<file path="src/rtl/router_nport.sv">
// Single-input packet router: header/payload/parity packets are steered into one of
// N output FIFOs, with parity checking, oversize/bad-destination drop and idle-port timeout flush.
module router_nport #(
  parameter int N       = 3,
  parameter int W       = 8,
  parameter int DEPTH   = 16,
  parameter int TIMEOUT = 30
) (
  input  logic             clock,
  input  logic             reset_n,
  input  logic             pkt_valid,
  input  logic [W-1:0]     data_in,
  input  logic [N-1:0]     read_enb,
  output logic             busy,
  output logic             error,
  output logic             drop,
  output logic [N-1:0]     valid_out,
  output logic [N*W-1:0]   data_out
);

  localparam int AW = (N <= 2) ? 1 : $clog2(N);
  localparam int LW = W - AW;
  localparam int PW = $clog2(DEPTH);
  localparam int OW = PW + 1;

  typedef enum logic [2:0] {IDLE, WAIT, LOAD, PARITY, DROP} state_t;

  state_t          state, state_nx;
  logic [W-1:0]    hdr_r;
  logic [AW-1:0]   dest_r;
  logic [LW-1:0]   cnt_r;
  logic [W-1:0]    acc_r;
  logic            dead_r;

  logic [W-1:0]    mem    [N][DEPTH];
  logic [PW-1:0]   wr_ptr [N];
  logic [PW-1:0]   rd_ptr [N];
  logic [OW-1:0]   occ    [N];
  logic [7:0]      tcnt   [N];
  logic [W-1:0]    dout   [N];

  logic            accept;
  logic [AW-1:0]   in_dest;
  logic [LW-1:0]   in_len;
  logic [31:0]     need_in, need_held, free_in, free_held;
  logic            flush_in, flush_dest;
  logic [N-1:0]    flush, wr_hit, rd_hit;
  logic            wr_en, hdr_wr, hdr_dead, drop_entry, err_set;
  logic [AW-1:0]   wr_dest;
  logic [W-1:0]    wr_data;

  assign busy      = (state == WAIT);
  assign accept    = pkt_valid & ~busy;
  assign in_dest   = data_in[AW-1:0];
  assign in_len    = data_in[W-1:AW];
  assign need_in   = 32'(in_len) + 32'd2;
  assign need_held = 32'(cnt_r) + 32'd2;

  always_comb begin
    free_in    = '0;
    free_held  = '0;
    flush_in   = 1'b0;
    flush_dest = 1'b0;
    flush      = '0;
    valid_out  = '0;
    rd_hit     = '0;
    for (int unsigned i = 0; i < N; i++) begin
      valid_out[i] = (occ[i] != '0);
      rd_hit[i]    = read_enb[i] & valid_out[i];
      flush[i]     = valid_out[i] & ~read_enb[i] & (tcnt[i] == 8'(TIMEOUT - 1));
    end
    for (int unsigned i = 0; i < N; i++) begin
      if (32'(in_dest) == i) begin
        free_in  = 32'(DEPTH) - 32'(occ[i]);
        flush_in = flush[i];
      end
      if (32'(dest_r) == i) begin
        free_held  = 32'(DEPTH) - 32'(occ[i]);
        flush_dest = flush[i];
      end
    end
  end

  always_comb begin
    state_nx   = state;
    wr_en      = 1'b0;
    wr_dest    = dest_r;
    wr_data    = data_in;
    hdr_wr     = 1'b0;
    hdr_dead   = 1'b0;
    drop_entry = 1'b0;
    err_set    = 1'b0;
    case (state)
      IDLE: if (accept) begin
        if (32'(in_dest) >= 32'(N) || need_in > 32'(DEPTH)) begin
          state_nx   = DROP;
          drop_entry = 1'b1;
        end else if (free_in >= need_in) begin
          wr_en    = 1'b1;
          hdr_wr   = 1'b1;
          hdr_dead = flush_in;
          wr_dest  = in_dest;
          state_nx = (in_len == '0) ? PARITY : LOAD;
        end else begin
          state_nx = WAIT;
        end
      end
      WAIT: if (free_held >= need_held) begin
        wr_en    = 1'b1;
        hdr_wr   = 1'b1;
        hdr_dead = flush_dest;
        wr_data  = hdr_r;
        state_nx = (cnt_r == '0) ? PARITY : LOAD;
      end
      LOAD: if (accept) begin
        wr_en = ~dead_r;
        if (cnt_r == LW'(1)) state_nx = PARITY;
      end
      PARITY: if (accept) begin
        wr_en    = ~dead_r;
        err_set  = (data_in != acc_r) & ~dead_r & ~flush_dest;
        state_nx = IDLE;
      end
      DROP: if (accept && cnt_r == '0) state_nx = IDLE;
      default: state_nx = IDLE;
    endcase
  end

  always_comb begin
    wr_hit = '0;
    for (int unsigned i = 0; i < N; i++)
      wr_hit[i] = wr_en & (32'(wr_dest) == i);
  end

  always_ff @(posedge clock or negedge reset_n) begin
    if (!reset_n) begin
      state  <= IDLE;
      hdr_r  <= '0;
      dest_r <= '0;
      cnt_r  <= '0;
      acc_r  <= '0;
      dead_r <= 1'b0;
      error  <= 1'b0;
      drop   <= 1'b0;
    end else begin
      state <= state_nx;
      error <= err_set;
      drop  <= drop_entry | (|flush);
      if (state == IDLE && accept) begin
        hdr_r  <= data_in;
        dest_r <= in_dest;
        cnt_r  <= in_len;
        acc_r  <= data_in;
      end else if (state == LOAD && accept) begin
        acc_r <= acc_r ^ data_in;
        cnt_r <= cnt_r - 1'b1;
      end else if (state == DROP && accept && cnt_r != '0) begin
        cnt_r <= cnt_r - 1'b1;
      end
      // A flush of the active destination orphans the rest of the packet.
      if (hdr_wr)
        dead_r <= hdr_dead;
      else if ((state == LOAD || state == PARITY) && flush_dest)
        dead_r <= 1'b1;
    end
  end

  always_ff @(posedge clock or negedge reset_n) begin
    if (!reset_n) begin
      for (int unsigned i = 0; i < N; i++) begin
        wr_ptr[i] <= '0;
        rd_ptr[i] <= '0;
        occ[i]    <= '0;
        tcnt[i]   <= '0;
        dout[i]   <= '0;
      end
    end else begin
      for (int unsigned i = 0; i < N; i++) begin
        if (flush[i]) begin
          wr_ptr[i] <= '0;
          rd_ptr[i] <= '0;
          occ[i]    <= '0;
        end else begin
          if (wr_hit[i]) wr_ptr[i] <= wr_ptr[i] + 1'b1;
          if (rd_hit[i]) begin
            rd_ptr[i] <= rd_ptr[i] + 1'b1;
            dout[i]   <= mem[i][rd_ptr[i]];
          end
          occ[i] <= occ[i] + OW'(wr_hit[i]) - OW'(rd_hit[i]);
        end
        if (!valid_out[i] || read_enb[i] || flush[i])
          tcnt[i] <= '0;
        else
          tcnt[i] <= tcnt[i] + 1'b1;
      end
    end
  end

  always_ff @(posedge clock) begin
    for (int unsigned i = 0; i < N; i++)
      if (wr_hit[i] && !flush[i]) mem[i][wr_ptr[i]] <= wr_data;
  end

  for (genvar g = 0; g < N; g++) begin : g_out
    assign data_out[g*W +: W] = dout[g];
  end

endmodule

</file>
<file path="config.mk">
export PLATFORM = sky130hd
export DESIGN_NAME = router_nport
export DESIGN_NICKNAME = d
export VERILOG_FILES = /design/src/rtl/router_nport.sv
export SDC_FILE = /design/constraint.sdc
export NUM_CORES = 1
export LEC_CHECK = 0
export ABC_AREA = 1
export CAP_MARGIN = 40
export CORE_MARGIN = 5
export CORE_UTILIZATION = 45
export CTS_CLUSTER_SIZE = 8
export DETAILED_ROUTE_END_ITERATION = 10
export SLEW_MARGIN = 20
export SYNTH_ARGS = -nofsm -noshare
export SYNTH_HDL_FRONTEND = slang
export SYNTH_SLANG_ARGS = --single-unit
export TNS_END_PERCENT = 1
</file>
<file path="constraint.sdc">
create_clock -name clock -period 5.3 [get_ports clock]
set_input_delay 0.53 -clock clock [delete_from_list [all_inputs] [get_ports clock]]
set_output_delay 0.53 -clock clock [all_outputs]
set_load 0.02 [all_outputs]
</file>
==> summary.md, run 1 <==
The tools report the number of maximum-capacitance constraint violations as 0. For flop-to-flop paths, the worst setup slack is 680 ps. The post-synthesis async set-or-reset flop share works out to 23.0%. The worst setup path is launched from a register. 44 I/O pins were placed. The mean routed wirelength per cell was 19.4 um; the total of warnings raised by yosys was 0.

For this run, the detailed router's first-pass iteration total came to 5. Once detail routing completed, the nets flagged for antenna violations numbered 0. The tools report the number of fill cells in the layout as 4337.

After Yosys synthesis, XOR and XNOR cells account for 1.29% of the synthesized area. In this run the horizontal extent of the chip is 233 um. The run gives 28.6 ps as the clock tree skew after final layout.

The cell count after synthesis came out at 2053. Initial antenna violation count: 1. Clock input transition at the sequential cells of the worst setup and hold paths: 50 ps. The worst setup path is captured at a register.

Of the total synthesized cell area, the portion taken by AND, OR, NAND and NOR gates is 14.3%. The final weighted congestion in routability-driven placement was 0.896. The worst slew slack as a fraction of its limit is 46.5%, and the shortest period the worst path allows is 4620 ps.

The start point of the critical path is occ[11]. The synthesized netlist contains 50 unique library cells. For this run, design rule violations remaining after detail routing come to 0. Setup violations remaining at the end of the flow were counted as 0. The tools report the initial detailed-routing violation count as 1122. The core box area was 49100 sq um; the antenna cell count was 0. Averaged over all synthesized cells, the footprint is 10.9 sq um. Measured on the finished design, the core utilization comes to 53.4%. The flow ran to the end, and the final reports show no timing, DRC or antenna violations. Leaving out fill and tap cells, the most frequent cell in the layout is edfxtp_1. The startpoint identified for the worst register-to-register timing path is occ[11]. Once the floorplan was initialized, standard cells occupied 45.6% of the core. Adding up every negative setup slack in the final design gives 0 ps. The number of vias per cell after detailed routing came out at 5.43.

The tools report the hold violation count in the final report as 0. The count of final max-slew check failures is 0, and the floorplan row count is 81. STA puts the critical path data arrival time at 5090 ps. The run gives 10.0 nW as the static leakage.

For this design, the sink count on the clock tree is 499. For the global route total overflow, the log shows 0. In this run, post-CTS repair resized a total of 0 instances. The first global-routing pass estimated 87.6 mm of wire. The run gives 3 as the maximum clock insertion buffer count. The worst setup path is of the register to register kind. Of the available clock period, the critical path in the final layout requires 87.2%. The synthesis-to-layout area growth was 17.0%; the area fraction in compound gates after synthesis was 11.4%. The cell area that synthesis handed to floorplanning was 22400 sq um. The post-synthesis adder-cell area fraction is 4.13%. In the synthesized netlist the dominant register cell turns out to be edfxtp_1. The net count of the mapped netlist is 2139, and the die height is 233 um. The final wirelength was 55.7 mm; the area of the die was 54300 sq um.

IR analysis of the VDD net gives a maximum drop of 0.303 mV. Power density over the cells: 537 nW/um^2. The sequential element share of the synthesized area was 64.4%. TritonCTS built the clock tree. For this block, the via count after detailed routing is 15600.

Buffers inserted during clock tree synthesis total 72. In this run, synthesis inferred 384 flip-flops with an integrated enable. Number of global-route vias before repair: 15500.

The mux contribution to synthesized area is 0%, and the share of layout cells above drive strength 1 is 9.65%. For the number of nets in the final layout, the log shows 2244. The count of port buffers added during placement is 43, and the worst-skew pair later-pin latency is 600 ps. The tools report the data required time of the worst path as 5770 ps. The clock tree root buffer cell was clkbuf_16. The run gives 20.7% as the total global-route track usage.

For the pin with the worst max-slew slack, the measured transition is 799 ps. The deepest level of the CTS H-tree was 3. Largest family of logic cells by synthesized area: simple AND/OR/NAND/NOR gates.

Of all nets on the critical path, the largest fanout is 9. For the maximum operating frequency, the log shows 0.216 GHz. In the layout the commonest cells are edfxtp_1 (384), nor2_1 (292), nand2_1 (261). The run gives 35.2 mm as the HPWL after detailed placement. The worst hold path belongs to the class input port to asynchronous set/reset pin. Setup repair after global routing left no endpoint under its margin. The run gives 76 as the largest net degree at the start of global routing. After synthesis the netlist holds a flip-flop and latch count of 499.
==> where the power goes <==
part           leakage (nW)  total (mW)  switching [mW]  internal [mW]
sequential             4.88        5.11           0.366           4.74
combinational          4.11        4.70            3.11           1.59
clock                  1.01        4.25            1.65           2.60
total                  10.0        14.1            5.12           8.93
==> per-stage QoR <==
step | hold WS [ps] | power, mW | cell area [sq um] | worst slack, ps | cells
floorplan | 234 | 8.19 | 22400 | 619 | 2053
global placement | 460 | 9.67 | 23900 | 428 | 2738
detailed placement | 394 | 9.85 | 24000 | 282 | 2746
CTS | 348 | 14.1 | 26200 | 683 | 2870
global route | 374 | 14.9 | 26200 | 372 | 2871
finish | 369 | 14.1 | 26200 | 680 | 2871
==> cell type report <==
cell class	count	area, sq um	area share (%)
well taps	664	831	3.17
clock buffers	117	2020	7.73
repair buffers	121	1150	4.41
multi-input cells	1301	7070	27.0
inverters	163	614	2.35
clock inverters	6	85.1	0.325
flip-flops and latches	499	14400	55.0
==> cell usage after synthesis, drive strengths merged, types with 5 or more instances <==
master | count | share of area, %
a211oi | 8 | 0.27
a21oi | 47 | 1.1
a221oi | 7 | 0.27
a31oi | 11 | 0.31
and3 | 5 | 0.14
buf | 11 | 0.36
clkbuf | 79 | 1.3
clkinv | 6 | 0.11
dfrtp | 115 | 13
edfxtp | 384 | 52
ha | 69 | 3.9
inv | 157 | 2.6
nand2 | 269 | 4.6
nand3 | 53 | 1.4
nand4 | 26 | 0.86
nor2 | 305 | 5.3
nor3 | 52 | 1.2
nor3b | 7 | 0.23
nor4 | 8 | 0.22
o21ai | 265 | 5.9
o22ai | 102 | 2.9
or2 | 9 | 0.25
xnor2 | 5 | 0.20
xor2 | 28 | 1.1
==> state kept, by name (all words and copies together) (netlist names) <==
name      cells
hdr_r         8
dead_r        1
rd_ptr       12
data_out     24
drop          1
acc_r         8
tcnt         24
mem         384
state         3
wr_ptr       12
error         1
cnt_r         6
occ          15
==> routing by layer <==
metal  vias up  share of wire [%]  wire (um)  global-route usage, %
met5         -                  0          0                      0
met4         0                2.4       1330                   6.77
met3        85                5.4       3020                   3.22
met2       424                 49      27000                   34.2
met1      7622                 44      24300                   28.2
li1       7466                  -          -                      -
==> logic make-up after synthesis <==
family	Yosys count
compound gates	460
simple gates	736
flops	499
xor+xnor	33
fa+ha+maj	72
buf+inv	253
==> worst max-delay path, stage by stage (launching register included) <==
cell and delay (ps):
dfrtp_1 420, inv_1 140, ha_1 190, inv_1 40
nor2_1 100, xor2_1 360, nand2_1 90, o211a_1 150
ha_1 290, nand2_1 60, o21ai_0 170, nand4_1 130
nand3_2 120, nand2_2 90, nand3_4 140, nand3_1 260
ha_1 360, inv_1 60, ha_1 170, inv_1 60
fa_1 370, or2_2 320, a21oi_1 130, nor2_1 70
o21ai_0 140, a21oi_1 60
==> final timing paths <==
kind / end / cells after the start
min in group clock: data_out[8] / 2
setup / recovery: occ[4] / 25
hold / removal: data_out[19] / 2
setup reg to reg: occ[4] / 25
hold reg to reg: data_out[8] / 2
max in group asynchronous: rd_ptr[8] / 3
==> what timing repair did <==
item / in CTS / in global routing
hold endpoints to repair: 12 / 0
hold buffers: 1 / 0
setup endpoints to repair: 0 / 0
buffers inserted: 0 / 0
Note: power is estimated with default switching activity, not from simulation.
==> run 2, diff against run 1 <==
--- a/config.mk
+++ b/config.mk
@@ -7,6 +7,7 @@
 export LEC_CHECK = 0
 export ABC_AREA = 1
 export CAP_MARGIN = 40
+export CORE_ASPECT_RATIO = 1.5
 export CORE_MARGIN = 5
 export CORE_UTILIZATION = 45
 export CTS_CLUSTER_SIZE = 8
==> summary.md, run 2 (synthesized netlist as in run 1, its figures left out) <==
Detailed routing inserted a total of 15600 vias. Final weighted congestion in routability-driven placement: 0.893. The flow ran to the end, but the final reports show violations.

For this design the ratio of total power to cell area is 536 nW/um^2. The shortest period the worst path allows was 4640 ps. Initial antenna violation count: 0. The initial utilization of the core area, before any placement, comes to 45.3%. The layout has 4290 filler cells.

The leading cell type in the layout, fill and taps excluded was edfxtp_1. Along the worst path, the maximum fanout reaches 19. The die is 192 um wide. Clock tree synthesis selected as its root buffer the cell clkbuf_16. The synthesis-to-layout area growth works out to 16.5%. Setup repair after global routing left no endpoint under its margin.

Of the available clock period, the critical path in the final layout requires 87.6%. 0 antenna diodes ended up in the layout. The tools report the count of unresolved DRC violations after routing as 0.

TritonCTS built the clock tree. The top cell types in the final layout, fill and taps aside, are edfxtp_1 (384), nor2_1 (292), nand2_1 (261). For the floorplan row count, the log shows 100. Path type of the worst setup path: register to register.

The run gives 2241 as the number of nets in the final layout. Clock skew on the completed layout was measured at 22.3 ps. The H-tree was split into 3 levels. Across the whole layout, storage elements account for 14400 sq um.

For this run, the top clock speed supported by timing is 0.215 GHz. The worst setup path is launched from a register. Cells with a size suffix above 1 make up 9.34% of the layout. The logs give 0 ps for the final sum of negative setup slack and 499 for the clock sink count. Summed area of non-filler cells in the final layout: 26100 sq um. Max-cap violations in this run came to 0. Overall power consumption after layout is estimated at 14.0 mW. In this run, the number of DRC markers left after iteration 0 of detailed routing was 1223. The peak supply drop was 0.331 mV; the number of top-level pins was 44. In this run the tightest slew margin relative to its limit is 43.1%.

For the pin with the worst max-slew slack, the measured transition is 850 ps. The later pin in the worst-skew pair is clocked with a latency of 570 ps. The post-route antenna net violation count is 0. The tools report the area of the die as 54400 sq um. Port buffering added 43 buffers. The post-cts hold buffer count came out at 0.

Critical path endpoint category: a register. For the total global-route track usage, the log shows 20.5%. The number of buffers inserted during clock tree synthesis is 72, and the number of post-CTS setup repair buffers is 0. The die height works out to 283 um. Clock-pin slew was measured on the worst setup and hold paths at 50 ps. The count of final max-slew check failures was 0.

The checks that failed: hold timing. Setup violations remaining at the end of the flow were counted as 0. Detailed placement ended at an HPWL of 36.1 mm.

The register with the most flip-flops in the layout has 384 of them. Before antenna repair, the detailed router went through 5 iterations. The multi-input combinational cells in the finished layout cover a total of 7070 sq um.

The worst hold path belongs to the class input port to asynchronous set/reset pin. The clock passes through at most 3 buffers. After detailed placement, the total cell area comes to 24000 sq um.

At the worst endpoint, the arrival time is 5090 ps. Data on the critical path is required at its endpoint by 5740 ps. Global routing finished with a remaining overflow of 0.

The first global-routing pass estimated 87.4 mm of wire. The core box area is 49400 sq um, and the worst hold slack is -28.1 ps. Dividing the detail-routed wire length by the instance count gives 19.3 um.

The run gives 15600 as the number of global-route vias before repair. The static leakage is 9.95 nW, and the final wirelength is 55.3 mm. Entering global routing, the biggest net connects 72 pins. The number of instances resized during post-cts repair was 0; the number of vias per cell after detailed routing was 5.44. The run gives 22 as the hold violation count in the final report.
==> run 2: critical path, stage by stage (launching register included) <==
cell	delay [ps]
dfrtp_1	430
inv_1	100
ha_1	330
a21oi_1	90
a221oi_1	440
ha_1	350
a21oi_1	140
o21ai_0	100
nand4_1	120
nand3_2	130
nand2_2	120
nand3_4	230
nand3_1	280
ha_1	260
inv_1	50
ha_1	150
inv_1	50
fa_1	370
or2_2	320
a21oi_1	130
nor2_1	70
o21ai_0	170
a21oi_1	70
==> run 2: routing by layer <==
layer	part of all wire (%)	vias to the layer above	global-route usage [%]
li1	-	7448	-
met1	40	7639	24.9
met2	52	409	36.0
met3	4.9	118	3.36
met4	3.8	0	8.31
met5	0	-	0
==> run 2: stage by stage <==
| step | utilization, % | setup slack (ps) | instances |
|---|---|---|---|
| CTS | 52.7 | 663 | 2867 |
| detailed placement | 48.5 | 341 | 2742 |
| finish | 52.8 | 656 | 2869 |
| floorplan | - | 619 | 2053 |
| global placement | 48.3 | 359 | 2737 |
| global route | 52.8 | 288 | 2869 |
==> run 2: report_power, final <==
part | leakage, nW | switching [mW] | internal (mW)
clock network | 0.993 | 1.61 | 2.59
registers | 4.88 | 0.364 | 4.74
logic | 4.08 | 3.10 | 1.56
total | 9.95 | 5.07 | 8.90
==> run 2: final cells by class <==
type                            instances  share of cell area [%]
Clock buffer                          121                    7.82
Multi-Input combinational cell       1301                    27.1
Sequential cell                       499                    55.3
Inverter                              163                    2.36
Tap cell                              663                    3.18
Clock inverter                          4                   0.149
Timing Repair Buffer                  118                    4.12
==> run 2: final timing paths <==
| check | startpoint | to | slack, ps | depth (start not counted) |
|---|---|---|---|---|
| max | occ[5] | occ[4] | 660 | 22 |
| min reg2reg | data_out[6] | data_out[6] | 470 | 1 |
| min | reset_n | data_out[5] | -30 | 1 |
| max reg2reg | occ[5] | occ[4] | 660 | 22 |
| max in group asynchronous | reset_n | acc_r[5] | 4130 | 2 |
| min in group clock | data_out[6] | data_out[6] | 470 | 1 |
